--- src/rtl/main_memory_ctrl_pkg.sv ---
// Shared definitions for the main-memory controller behind the 2-way cache.
// Optional statistics counters are enabled with the MAIN_MEM_STATS_EN macro.
package main_memory_ctrl_pkg;

  // Block address / data widths shared with the cache
  localparam int MEM_ADDR_W  = 5;
  localparam int MEM_DATA_W  = 4;

  // Phase counter width (LATENCY legal range 1..15)
  localparam int PHASE_CNT_W = 4;

  // Width of the optional saturating statistics counters
  localparam int STAT_W      = 8;

  typedef enum logic [1:0] {
    ST_IDLE,
    ST_WB,
    ST_RD,
    ST_RESP
  } mem_state_e;

endpackage

--- src/rtl/main_memory_ctrl_timer.sv ---
// mem_phase_timer: loadable down-counter timing one memory phase (WB or RD).
// done is high while the count reads zero.
module mem_phase_timer
  import main_memory_ctrl_pkg::*;
(
  input  logic                   clock,
  input  logic                   reset_n,
  input  logic                   load,
  input  logic [PHASE_CNT_W-1:0] load_val,
  output logic                   done
);

  logic [PHASE_CNT_W-1:0] count_q;
  logic [PHASE_CNT_W-1:0] count_d;

  // Next count: reload, else decrement until zero
  always_comb begin
    count_d = count_q;
    if (load) begin
      count_d = load_val;
    end else if (count_q != '0) begin
      count_d = count_q - PHASE_CNT_W'(1);
    end
  end

  // Count register
  always_ff @(posedge clock or negedge reset_n) begin
    if (!reset_n) begin
      count_q <= '0;
    end else begin
      count_q <= count_d;
    end
  end

  assign done = (count_q == '0);

endmodule

--- src/rtl/main_memory_ctrl.sv ---
// main_memory_ctrl: services cache misses with an optional write-back followed
// by an optional fill read, each phase lasting LATENCY cycles.
// Define MAIN_MEM_STATS_EN to add saturating fill/write-back counters.
module main_memory_ctrl
  import main_memory_ctrl_pkg::*;
#(
  parameter int ADDR_W  = MEM_ADDR_W,
  parameter int DATA_W  = MEM_DATA_W,
  parameter int LATENCY = 3
) (
  input  logic              clock,
  input  logic              reset_n,
  input  logic              req_valid,
  output logic              req_ready,
  input  logic              req_wb,
  input  logic [ADDR_W-1:0] req_wb_addr,
  input  logic [DATA_W-1:0] req_wb_data,
  input  logic              req_fill,
  input  logic [ADDR_W-1:0] req_fill_addr,
  output logic              resp_valid,
  output logic [DATA_W-1:0] resp_rdata,
`ifdef MAIN_MEM_STATS_EN
  output logic [STAT_W-1:0] stat_rd_cnt,
  output logic [STAT_W-1:0] stat_wr_cnt,
`endif
  output logic              busy
);

  localparam int                     DEPTH  = 2 ** ADDR_W;
  localparam logic [PHASE_CNT_W-1:0] LAT_M1 = PHASE_CNT_W'(LATENCY - 1);

  mem_state_e        state_q, state_d;
  logic              fill_q, fill_d;
  logic [ADDR_W-1:0] wb_addr_q, wb_addr_d;
  logic [DATA_W-1:0] wb_data_q, wb_data_d;
  logic [ADDR_W-1:0] fill_addr_q, fill_addr_d;
  logic [DATA_W-1:0] rdata_q, rdata_d;
  logic              resp_valid_q, resp_valid_d;
  logic              req_ready_q, req_ready_d;
  logic              busy_q, busy_d;
  logic [DATA_W-1:0] mem_q [DEPTH];

  logic accept;
  logic timer_load;
  logic timer_done;
  logic mem_we;
  logic rd_fire;

  mem_phase_timer u_timer (
    .clock    (clock),
    .reset_n  (reset_n),
    .load     (timer_load),
    .load_val (LAT_M1),
    .done     (timer_done)
  );

  assign accept = req_valid && req_ready_q && (req_wb || req_fill);

  // Next-state, request capture, phase control and registered-output decode
  always_comb begin
    state_d     = state_q;
    fill_d      = fill_q;
    wb_addr_d   = wb_addr_q;
    wb_data_d   = wb_data_q;
    fill_addr_d = fill_addr_q;
    rdata_d     = rdata_q;
    timer_load  = 1'b0;
    mem_we      = 1'b0;
    rd_fire     = 1'b0;

    case (state_q)
      ST_IDLE: begin
        if (accept) begin
          fill_d      = req_fill;
          wb_addr_d   = req_wb_addr;
          wb_data_d   = req_wb_data;
          fill_addr_d = req_fill_addr;
          timer_load  = 1'b1;
          state_d     = req_wb ? ST_WB : ST_RD;
        end
      end
      ST_WB: begin
        if (timer_done) begin
          mem_we = 1'b1;
          if (fill_q) begin
            timer_load = 1'b1;
            state_d    = ST_RD;
          end else begin
            state_d = ST_RESP;
          end
        end
      end
      ST_RD: begin
        if (timer_done) begin
          rd_fire = 1'b1;
          state_d = ST_RESP;
        end
      end
      ST_RESP: state_d = ST_IDLE;
      default: state_d = ST_IDLE;
    endcase

    // The write-back commits at an earlier edge, so mem_q already holds it here
    if (rd_fire) begin
      rdata_d = mem_q[fill_addr_q];
    end

    req_ready_d  = (state_d == ST_IDLE);
    busy_d       = (state_d != ST_IDLE);
    resp_valid_d = (state_d == ST_RESP);
  end

  // Controller state, captured request and registered outputs
  always_ff @(posedge clock or negedge reset_n) begin
    if (!reset_n) begin
      state_q      <= ST_IDLE;
      fill_q       <= 1'b0;
      wb_addr_q    <= '0;
      wb_data_q    <= '0;
      fill_addr_q  <= '0;
      rdata_q      <= '0;
      resp_valid_q <= 1'b0;
      req_ready_q  <= 1'b1;
      busy_q       <= 1'b0;
    end else begin
      state_q      <= state_d;
      fill_q       <= fill_d;
      wb_addr_q    <= wb_addr_d;
      wb_data_q    <= wb_data_d;
      fill_addr_q  <= fill_addr_d;
      rdata_q      <= rdata_d;
      resp_valid_q <= resp_valid_d;
      req_ready_q  <= req_ready_d;
      busy_q       <= busy_d;
    end
  end

  // Backing store: reset image mem[i] = i, written at write-back commit
  always_ff @(posedge clock or negedge reset_n) begin
    if (!reset_n) begin
      for (int unsigned i = 0; i < DEPTH; i++) begin
        mem_q[i] <= DATA_W'(i);
      end
    end else if (mem_we) begin
      mem_q[wb_addr_q] <= wb_data_q;
    end
  end

  assign req_ready  = req_ready_q;
  assign busy       = busy_q;
  assign resp_valid = resp_valid_q;
  assign resp_rdata = rdata_q;

`ifdef MAIN_MEM_STATS_EN
  logic [STAT_W-1:0] stat_rd_q, stat_rd_d;
  logic [STAT_W-1:0] stat_wr_q, stat_wr_d;

  // Saturating event counters
  always_comb begin
    stat_rd_d = stat_rd_q;
    stat_wr_d = stat_wr_q;
    if (rd_fire && (stat_rd_q != '1)) begin
      stat_rd_d = stat_rd_q + STAT_W'(1);
    end
    if (mem_we && (stat_wr_q != '1)) begin
      stat_wr_d = stat_wr_q + STAT_W'(1);
    end
  end

  // Counter registers
  always_ff @(posedge clock or negedge reset_n) begin
    if (!reset_n) begin
      stat_rd_q <= '0;
      stat_wr_q <= '0;
    end else begin
      stat_rd_q <= stat_rd_d;
      stat_wr_q <= stat_wr_d;
    end
  end

  assign stat_rd_cnt = stat_rd_q;
  assign stat_wr_cnt = stat_wr_q;
`endif

endmodule

--- config.mk ---
export PLATFORM = sky130hd
export DESIGN_NAME = main_memory_ctrl
export DESIGN_NICKNAME = d
export VERILOG_FILES = /design/src/rtl/main_memory_ctrl_pkg.sv /design/src/rtl/main_memory_ctrl_timer.sv /design/src/rtl/main_memory_ctrl.sv
export SDC_FILE = /design/constraint.sdc
export NUM_CORES = 1
export LEC_CHECK = 0
export CORE_ASPECT_RATIO = 1.4
export CORE_UTILIZATION = 23
export CTS_BUF_LIST = sky130_fd_sc_hd__clkbuf_4
export DETAILED_ROUTE_END_ITERATION = 12
export GPL_TIMING_DRIVEN = 0
export PLACE_DENSITY_LB_ADDON = 0.15
export RECOVER_POWER = 50
export SKIP_CTS_REPAIR_TIMING = 1
export SYNTH_ARGS = -nofsm -noshare
export SYNTH_HDL_FRONTEND = slang
export SYNTH_HIERARCHICAL = 1
export SYNTH_SLANG_ARGS = --single-unit
--- constraint.sdc ---
create_clock -name clock -period 2.5 [get_ports clock]
set_clock_uncertainty 0.05 [all_clocks]
set_input_delay 0.5 -clock clock [delete_from_list [all_inputs] [get_ports clock]]
set_output_delay 0.5 -clock clock [all_outputs]
set_load 0.05 [all_outputs]
======== Word-level counts from Yosys, hierarchy flattened ========
Cells that the tools add are included.
operators by class
  $lt $le $gt $ge ......................... 3
  divide/modulo/power cells ............... 0
  bitwise gates (word level) .............. 2
  shifts and indexed selects .............. 0
  add/subtract/negate cells ............... 1
  $mul .................................... 0
  muxes and demuxes ....................... 21
  eq/ne operators ......................... 4
  reduce and logical (&&, ||, !) cells .... 11
operators with widths
  operator                                             number
  bitwise mux 128 bit                                  1
  binary-select mux 4 bit (select 5 bit)               1
  demux 4 bit (select 5 bit)                           1
  two-way mux 4 bit                                    5
  >= comparator 6 bit (second input constant)          2
  inverter 5 -> 6 bit                                  2
  two-way mux 2 bit                                    4
  one-hot mux 2 bit (4 select lines)                   1
  two-way mux 1 bit                                    7
  == test 2 bit (second input constant)                3
  < comparator 6 x 1 -> 1 bit (second input constant)  1
  logical NOT 2 bit                                    2
  logical NOT 4 bit                                    1
  nonzero test 2 bit                                   2
  nonzero test 4 bit                                   1
  subtractor 4 x 1 -> 4 bit (second input constant)    1
  logical AND 1 bit                                    3
  == test 2 x 1 -> 1 bit (second input constant)       1
  one-hot mux 1 bit (2 select lines)                   1
  AND reduction 2 bit                                  1
  logical OR 1 bit                                     1
word-level totals
  flip-flop bits (word level) ............. 156
  bits in latches ......................... 0
  bits in read-only memories .............. 0
  memory bits (writable) .................. 0
  logic and storage cells ................. 84
  memories kept ........................... 0
  output and inout bits ................... 7
  bits of input ports ..................... 19

======== Logic depth before layout (Yosys ltp) ========
Gate-level depths: netlist of the first run.
  word-level depth ........................ 6
  gate-level depth with buffers ........... 8
  mapped depth without buffers ............ 7

======== Cells and area by module ========
The synthesis of the first run kept the hierarchy.
by module, submodules not included
  module            instances  seq. area each (sq um)  cells an instance  area each (sq um)
  main_memory_ctrl  1          3885.0                  522                7161.9
  mem_phase_timer   1          100.1                   22                 234.0

======== Least setup slack after synthesis of the first run ========
Ideal clock, no wire load.
  path type ............................... reg-to-reg
  from .................................... reg req_ready_q, in the netlist req_ready
  to ...................................... reg u_timer.count_q[3]
  library setup time ...................... 0.126 ns
  clock period less this slack ............ 2.569 ns
  path slack .............................. -0.069 ns
  arrival ................................. 2.393 ns
  stages on the path, launching flop included .. 8
  data required time ...................... 2.324 ns
  path buffers ............................ 2
  path through ............................ dfstp_2 -> nand2_1 -> nor4_2 -> buf_2 -> a31o_2 -> clkbuf_1 -> nor3_1 -> a221o_1
on the way
  cells in the longest elaborated chain, start to end .. 5
  elaborated cells between the ends (all ways) .. 6
  classes of those cells .................. mux: 3; reduce/logical: 3
ends and longest elaborated chain
  what                                                            line                          text
  start, declared                                                 main_memory_ctrl.sv:39        logic req_ready_q, req_ready_d;
  start signal, assigned                                          main_memory_ctrl.sv:133       req_ready_q <= req_ready_d;
  logical AND 1 bit * (2 in series)                               main_memory_ctrl.sv:57        assign accept = req_valid && req_ready_q && (req_wb || req_fill);
  two-way mux 1 bit *                                             main_memory_ctrl.sv:73        if (accept) begin
  one-hot mux 1 bit (2 select lines) *                            main_memory_ctrl.sv:71        case (state_q)
  named net timer_load                                            main_memory_ctrl.sv:44        logic timer_load;
  two-way mux 4 bit / nonzero test 2 bit (equally long branches)  -
  end signal, assigned                                            main_memory_ctrl_timer.sv:31  count_q <= count_d;
  end, declared                                                   main_memory_ctrl_timer.sv:13  logic [PHASE_CNT_W-1:0] count_q;
Mark *: on every way through the listed nets, which the timed path passes. The rest lies on a longest branch.
A chain may end at the register's enable or synchronous reset.

======== Worst setup path in the final report of the first run ========
  from .................................... reg fill_addr_q[1]
  to ...................................... reg rdata_q[0], in the netlist resp_rdata[0]
on the way
  cells in the longest elaborated chain, start to end .. 4
ends and longest elaborated chain
  what                                                   line                     text
  start, declared                                        main_memory_ctrl.sv:36   logic [ADDR_W-1:0] fill_addr_q, fill_addr_d;
  start signal, assigned                                 main_memory_ctrl.sv:130  fill_addr_q <= fill_addr_d;
  inverter 5 -> 6 bit (implied by the code)              main_memory_ctrl.sv:105  rdata_d = mem_q[fill_addr_q];
  binary-select mux 4 bit (select 5 bit)                 main_memory_ctrl.sv:105
  two-way mux 4 bit (implied by the code) (2 in series)  main_memory_ctrl.sv:105
  end signal, assigned                                   main_memory_ctrl.sv:131  rdata_q <= rdata_d;
  end, declared                                          main_memory_ctrl.sv:37   logic [DATA_W-1:0] rdata_q, rdata_d;
No other way between the ends. The select of a mux whose other input is x is not followed.

==> results.toml, run 1 <==
[setup_path]
crit_chain = "nor2_1, clkbuf_1, a221oi_1, o22ai_1, o41ai_1"
crit_buf_inv = 1
ff2ff_setup_slack_ps = 90
crit_type = "flop to flop"
start_kind = "flop"
slowest_stage = "clkbuf_1"
cp-end-kind = "flop"
timing.critical_path.max_delay_family = "compound AO/OA/AOI/OAI gates"
slowest_delay_ps = 550
critPathRequiredTime_ps = 2930
critPathArrivalTime_ps = 2850
critPathMaxFanout = 10

[floorplan]
die_w_um = 154
core-area_um2 = 31600
std_cell_rows = 77
initial_core_util_pct = 23.4
die_h_um = 214
pin_count = 26
die_area_um2 = 32900

[route]
ant_nets = 0
drc = 0
avgRoutedWirePerCell_um = 21.0
drt_iter0_markers = 238
wirelength_mm = 21.2
via_per_inst = 4.49
vias = 4544
first_pass_iters = 4

[power_and_ir_drop]
power_density_nw_per_um2 = 1060
irDropWorstVdd_v = 0.000493
p_leak_nw = 3.72

[synth]
ys.flop_type = "dfrtp_1"
synth-simple-area-share_pct = 7.16
syn_inst = 544
ys_seq_area_share_pct = 53.9
synth_edf_count = 0
ys.warnings.count = 6
synth-seq-cells = 156
synthMuxAreaShare_pct = 30.9
yosysUniqueCellTypes = 45
synthXorXnorAreaFrac_pct = 0.118
netlist_area_um2 = 7400
synth_compound_area_share_pct = 5.36
synth_top_family_by_area = "multiplexers"
synth_fa_ha_area_share_pct = 0.169
synthArstFlopShare_pct = 100
syn_area_per_cell_um2 = 13.6

[sta]
hold_viol_final = 0
period_needed_ps = 2410
setup_violations = 0
hold_slack_ps = 440
layout_setup_ws_ps = 86.1
worst_pin_slew_ps = 1870
fin_tns_setup_ps = 0
drv_slew = 72
layout_worst_path_cycle_share_pct = 96.6
max_freq_mhz = 414
slew_headroom_pct = -24.4

[place]
placed_area_um2 = 8190
portBuffers = 25
place_congestion = 0.756
dp_slack_ps = -709
hpwl_mm = 14.7

[finish]
final_nets = 622
layout_commonest_cell = "mux2_2"
design_area_um2 = 8620
syn_to_final_growth_pct = 16.5
drive_gt1_share_pct = 46.0
fill_cells = 3304
layout_common_cells = "mux2_2, dfrtp_1, mux2i_1"

[outcome]
outcome = "finished, violations left"
violations = "max-capacitance violations, max-slew violations"

[flow_run]
cap_violations = 1

[global_routing]
grt_pass1_vias = 5036
grt_max_degree = 86
antenna_found_initial = 1
grt.overflow.total = 0
grt_util_all_layers_pct = 13.6
grt_first_pass_wirelength_mm = 31.9

[clock_network]
cts_tree = "built"
cts.clk_slew.worst_paths_ps = 130
clock_path_buffers = 2
clkLatencyLatePin_ps = 610
cts_root_buf = "clkbuf_4"
cts_inserted_buffers = 17
h-tree-depth = 4
cts_sinks = 156

[min_path]
hold_class = "primary input to flop"
==> metrics by stage <==
step	power, mW	utilization (%)	std cells
final	9.11	27.3	1011
after global routing	9.65	27.3	1011
after CTS	9.21	26.9	999
after detailed placement	7.44	25.9	967
after global placement	7.39	25.8	966
after floorplan	5.91	-	546
==> cell usage after synthesis (all sizes together) (2+ instances only) <==
master	number	share of area [%]
mux2	144	22
dfrtp	91	31
mux2i	66	8.9
dfstp	65	23
nand2	28	1.4
clkbuf	22	1.1
nor2	19	1.7
a22oi	16	1.6
buf	11	1.1
a21oi	8	0.54
a221oi	8	0.95
a22o	8	0.95
nor2b	5	0.52
nor3b	5	0.73
nand2b	4	0.34
o22ai	4	0.34
o41ai	4	0.58
and2	3	0.25
nand3	3	0.20
nand3b	3	0.30
nor3	3	0.20
or2	3	0.25
and3b	2	0.24
conb	2	0.10
inv	2	0.10
nand4	2	0.17
o21ai	2	0.14
or3b	2	0.24
==> path summary, 6_finish.rpt <==
kind	startpoint	endpoint	cells after the start
setup / recovery	fill_addr_q[1]	resp_rdata[0]	5
hold / removal	req_fill_addr[1]	fill_addr_q[1]	2
max in group asynchronous	reset_n	mem_q[91]	3
hold reg to reg	mem_q[45]	mem_q[45]	1
setup reg to reg	fill_addr_q[1]	resp_rdata[0]	5
min in group asynchronous	reset_n	u_timer/count_q[2]	2
==> routing by layer <==
layer | track usage [%] | part of all wire, % | vias to the layer above
met1 | 15.7 | 43 | 2367
met2 | 24.4 | 53 | 61
met3 | 2.85 | 2.2 | 20
met4 | 4.77 | 2.1 | 0
met5 | 0 | 0 | -
li1 | - | - | 2096
==> area by class of cell <==
class / instances / area [um2] / share of cell area (%)
antenna: 1 / 2.50 / 0.0290
buffer: 33 / 174 / 2.02
clock buffer: 18 / 135 / 1.57
clock inverter: 14 / 176 / 2.05
inverter: 2 / 7.51 / 0.0871
multi-input combinational: 355 / 3270 / 38.0
sequential: 156 / 3990 / 46.2
tap: 395 / 494 / 5.73
timing repair buffer: 37 / 373 / 4.33
==> state kept, by name, summed over array words and instances (netlist names) <==
signal           flops
busy                 1
wb_data_q            4
req_ready            1
resp_valid           1
fill_q               1
u_timer/count_q      4
wb_addr_q            5
resp_rdata           4
mem_q              128
state_q              2
fill_addr_q          5
==> power by group <==
part | internal [mW] | switching (mW) | leakage [nW]
logic | 1.48 | 2.29 | 1.67
registers | 3.16 | 0.461 | 1.89
clock network | 0.787 | 0.933 | 0.158
total | 5.43 | 3.68 | 3.72
==> cells by family after synthesis <==
group | count (synthesis)
AO/OA/AOI/OAI | 52
AND/OR/NAND/NOR | 87
XOR/XNOR | 1
other | 2
multiplexers | 210
flip-flops | 156
buffers and inverters | 35
adder cells (fa/ha/maj) | 1
(Power assumes the default switching activity.)
==> inputs of run 2 (changes only) <==
Settings changed: CELL_PAD_IN_SITES_DETAIL_PLACEMENT set to 0, CELL_PAD_IN_SITES_GLOBAL_PLACEMENT set to 2, CTS_CLUSTER_DIAMETER set to 100.
==> run 2 against run 1 <==
Via count up 0.18%. Combinational power about the same. The run still ends with max-capacitance violations, max-slew violations left. Sequential share of layout area down 0.094 points. Largest power group unchanged. First-iteration DRC count down 22%. Wire length up 5.2%. Largest cell class unchanged.
==> results.toml, run 2 (synthesis results as in run 1) <==
[route]
ant_nets = 0
avgRoutedWirePerCell_um = 22.0
first_pass_iters = 4
drc = 0
drt_iter0_markers = 186
vias = 4552
via_per_inst = 4.49
wirelength_mm = 22.3

[floorplan]
core-area_um2 = 31600
pin_count = 26
die_area_um2 = 32900
die_w_um = 154
std_cell_rows = 77
initial_core_util_pct = 23.4
die_h_um = 214

[setup_path]
timing.critical_path.max_delay_family = "simple AND/OR/NAND/NOR gates"
critPathMaxFanout = 8
crit_buf_inv = 3
start_kind = "flop"
r2r-start = "u_timer/count_q[0]"
slowest_stage = "dfrtp_1"
critPathArrivalTime_ps = 2840
critPathRequiredTime_ps = 2950
cp-end-kind = "flop"
cp_common_cell = "buf_4"
slowest_delay_ps = 400
crit_chain = "inv_1, ha_2, nor3b_4, buf_4, nand4b_1, buf_4, nor2_1, mux2_2"
crit_path_start = "u_timer/count_q[0]"
crit_type = "flop to flop"

[clock_network]
cts_inserted_buffers = 17
clkLatencyLatePin_ps = 610
cts.clk_slew.worst_paths_ps = 140
clock_path_buffers = 2
cts_tree = "built"
cts_root_buf = "clkbuf_4"
h-tree-depth = 4
cts_sinks = 156

[finish]
syn_to_final_growth_pct = 16.8
layout_commonest_cell = "mux2_2"
fin_cells = 1014
drive_gt1_share_pct = 47.2
largest_reg_flops = 128
post-route-util_pct = 27.3
top_regs = "mem_q: 128 flops, fill_addr_q: 5 flops, wb_addr_q: 5 flops"
regMostFlops = "mem_q"
layout_common_cells = "mux2_2, dfrtp_1, mux2i_1"
fill_cells = 3266
final_nets = 625

[sta]
worst_pin_slew_ps = 1660
setup_violations = 0
layout_worst_path_cycle_share_pct = 95.6
hold_slack_ps = 438
slew_headroom_pct = -10.8
rsz0062_at_grt = "no"
drv_slew = 63
hold_viol_final = 0
period_needed_ps = 2390
max_freq_mhz = 418

[flow_run]
cap_violations = 1

[min_path]
hp-start = "req_fill_addr[3]"
hold_class = "primary input to flop"

[power_and_ir_drop]
p_leak_nw = 3.77
power_density_nw_per_um2 = 1050
irDropWorstVdd_v = 0.000471

[global_routing]
antenna_found_initial = 1
grt_pass1_vias = 4964
grt.overflow.total = 0
grt_max_degree = 95
grt_first_pass_wirelength_mm = 33.6
grt_util_all_layers_pct = 14.5

[place]
portBuffers = 25
dp.cells = 967
place_congestion = 0.734
hpwl_mm = 15.4

[outcome]
outcome = "finished, violations left"
violations = "max-capacitance violations, max-slew violations"
==> run 2: cell type report <==
type | count | area [um2] | area share, %
plain buffers | 33 | 173 | 2.00
clock buffers | 19 | 143 | 1.65
inverters | 2 | 7.51 | 0.0869
diodes | 1 | 2.50 | 0.0290
flip-flops and latches | 156 | 3990 | 46.1
repair buffers | 40 | 398 | 4.61
multi-input cells | 355 | 3280 | 38.0
well taps | 395 | 494 | 5.72
clock inverters | 13 | 150 | 1.74
==> run 2: power by group <==
part / total (mW) / internal (mW) / switching [mW]
sequential: 3.64 / 3.16 / 0.482
clock: 1.64 / 0.701 / 0.940
combinational: 3.80 / 1.49 / 2.31
==> run 2: final timing paths <==
kind | depth (start not counted) | slack (ps) | endpoint
worst max-delay path | 8 | 110 | mem_q[103]
worst min-delay path | 2 | 440 | fill_addr_q[3]
worst max register to register | 8 | 110 | mem_q[103]
worst min register to register | 1 | 470 | mem_q[111]
max in group asynchronous | 3 | 360 | mem_q[3]
min in group asynchronous | 2 | 780 | mem_q[115]
==> run 2: metrics by stage <==
step	total power, mW	setup slack, ps	instance area, um2	setup TNS, ps
after global routing	9.68	6.97	8640	0
after floorplan	5.91	93.5	7410	0
final	9.08	110	8640	0
after global placement	7.50	-5680	8160	-787870
after CTS	9.23	-676	8480	-38720
after detailed placement	7.53	-758	8190	-41290
==> run 2: metal layers <==
layer  wire [um]  global-route usage (%)  share of wire (%)  up-vias
met2       11700                    25.3                 52       68
li1            -                       -                  -     2107
met3         549                    2.83                2.5       22
met5           0                       0                  0        -
met1        9610                    17.5                 43     2355
met4         470                    5.33                2.1        0
==> inputs of run 3 (changes only) <==
Settings changed: CTS_CLUSTER_SIZE set to 25, SKIP_CTS_REPAIR_TIMING 1 to not set.
Clock period 2.5 ns to 2.75 ns, I/O delays scaled along.
==> run 3 against run 2 <==
The run still ends with max-capacitance violations, max-slew violations left. Combinational power down 10%. Clock power down 4%. Sequential share of layout area up 0.42 points. Non-clock buffer count down 7. Core utilization down 0.25 points. Global-route usage up 0.058 points. Sequential power down 9.3%. Worst setup slack better by 60 ps. Die area unchanged. Via count up 0.64%. Register-to-register slack better by 60 ps. Hold slack better by 30 ps. Highest routed layer unchanged.
==> results.toml, run 3 (synthesis results as in run 1) <==
[route]
drt_iter0_markers = 163
wirelength_mm = 22.2
first_pass_iters = 4
ant_nets = 0
avgRoutedWirePerCell_um = 22.1
vias = 4581
drc = 0
via_per_inst = 4.54

[sta]
period_needed_ps = 2580
max_freq_mhz = 388
hold_slack_ps = 469
layout_worst_path_cycle_share_pct = 93.8
setup_violations = 0
hold_viol_final = 0
rsz0062_at_grt = "no"
slew_headroom_pct = -36.0
worst_pin_slew_ps = 2040
drv_slew = 78

[clock_network]
cts_inserted_buffers = 17
h-tree-depth = 4
cts_root_buf = "clkbuf_4"
cts.clk_slew.worst_paths_ps = 120
clock_path_buffers = 2
cts_tree = "built"
clkLatencyLatePin_ps = 610
cts_sinks = 156

[setup_path]
critPathMaxFanout = 2
ff2ff_setup_slack_ps = 170
cp-end-kind = "primary output"
crit_path_start = "req_ready"
crit_chain = "clkdlybuf4s50_1"
cp.depth = 1
r2r-start = "u_timer/count_q[0]"
slowest_stage = "clkdlybuf4s50_1"
timing.critical_path.max_delay_family = "buffers and inverters"
crit_type = "flop to primary output"
start_kind = "flop"
critPathRequiredTime_ps = 2150
slowest_delay_ps = 810
crit_buf_inv = 1
reg2reg_depth = 8
critPathArrivalTime_ps = 1980

[finish]
regArea_um2 = 3990
syn_to_final_growth_pct = 15.7
fill_cells = 3304
drive_gt1_share_pct = 44.8
design_area_um2 = 8560
final_nets = 618
layout_commonest_cell = "mux2_2"
largest_reg_flops = 128
layout_common_cells = "mux2_2, dfrtp_1, mux2i_1"
multiInputGateArea_um2 = 3260
top_regs = "mem_q: 128 flops, fill_addr_q: 5 flops, wb_addr_q: 5 flops"
regMostFlops = "mem_q"

[floorplan]
die_w_um = 154
die_h_um = 214
std_cell_rows = 77
die_area_um2 = 32900
core-area_um2 = 31600
pin_count = 26
initial_core_util_pct = 23.4

[global_routing]
grt.overflow.total = 0
antenna_found_initial = 1
grt_max_degree = 80
grt_pass1_vias = 5145
grt_first_pass_wirelength_mm = 34.1
grt_util_all_layers_pct = 14.5

[power_and_ir_drop]
power_density_nw_per_um2 = 968
power_mw = 8.28
p_leak_nw = 3.69
irDropWorstVdd_v = 0.000449

[place]
portBuffers = 25
placed_area_um2 = 8190
hpwl_mm = 15.5
place_congestion = 0.703

[outcome]
outcome = "finished, violations left"
violations = "max-capacitance violations, max-slew violations"

[min_path]
min_path_cells = 1
hp-start = "mem_q[26]"
hold_class = "flop to flop"

[flow_run]
cap_violations = 1
-- run 3: cell count changes in the layout (fill, tap and decap cells not counted), sizes merged --
| cell | before | now |
|---|---|---|
| buf | 25 | 17 |
| bufinv | 3 | 4 |
| clkbuf | 42 | 46 |
| clkdlybuf4s50 | 19 | 24 |
| clkinvlp | 4 | 0 |
| diode | 1 | 2 |
| dlymetal6s2s | 5 | 0 |
-- run 3: metrics by stage --
stage | setup slack [ps] | util [%] | setup TNS (ps) | std cells
final | 170 | 27.1 | 0 | 1008
after global routing | 17.0 | 27.1 | 0 | 1008
after CTS | 22.4 | 27.1 | 0 | 1003
after detailed placement | -573 | 25.9 | -22030 | 967
after global placement | -5400 | 25.8 | -732100 | 966
after floorplan | 181 | - | 0 | 546
-- run 3: final cells by class --
type	instances	share of cell area [%]
multi-input cells	355	38.1
diodes	2	0.0585
well taps	395	5.77
plain buffers	33	1.94
clock buffers	22	1.93
inverters	2	0.0877
repair buffers	33	3.85
clock inverters	10	1.71
flip-flops and latches	156	46.6
-- run 3: repair_timing --
action                     in CTS  in global routing
pin swaps                       3                  0
hold endpoints to repair       45                  0
buffers inserted                3                  3
hold buffers                    1                  0
gates resized for setup         1                  0
setup endpoints to repair      65                 30
-- run 3: layer usage --
metal | part of all wire, % | vias to the layer above | track usage [%] | routed length, um
met2 | 52 | 65 | 25.5 | 11700
met1 | 43 | 2390 | 17.3 | 9500
met4 | 2.8 | 0 | 6.87 | 612
li1 | - | 2097 | - | -
met3 | 2.1 | 29 | 2.24 | 474
met5 | 0 | - | 0 | 0
-- run 3: worst paths after layout --
check	end
min in group asynchronous	mem_q[114]
worst max-delay path	req_ready
worst max register to register	mem_q[76]
max in group asynchronous	mem_q[6]
worst min-delay path	mem_q[26]
worst min register to register	mem_q[26]
-- run 3: report_power, final --
group	switching, mW	total (mW)	internal, mW
Clock	0.813	1.57	0.759
Sequential	0.424	3.30	2.87
Combinational	2.10	3.42	1.31
Total	3.34	8.28	4.95
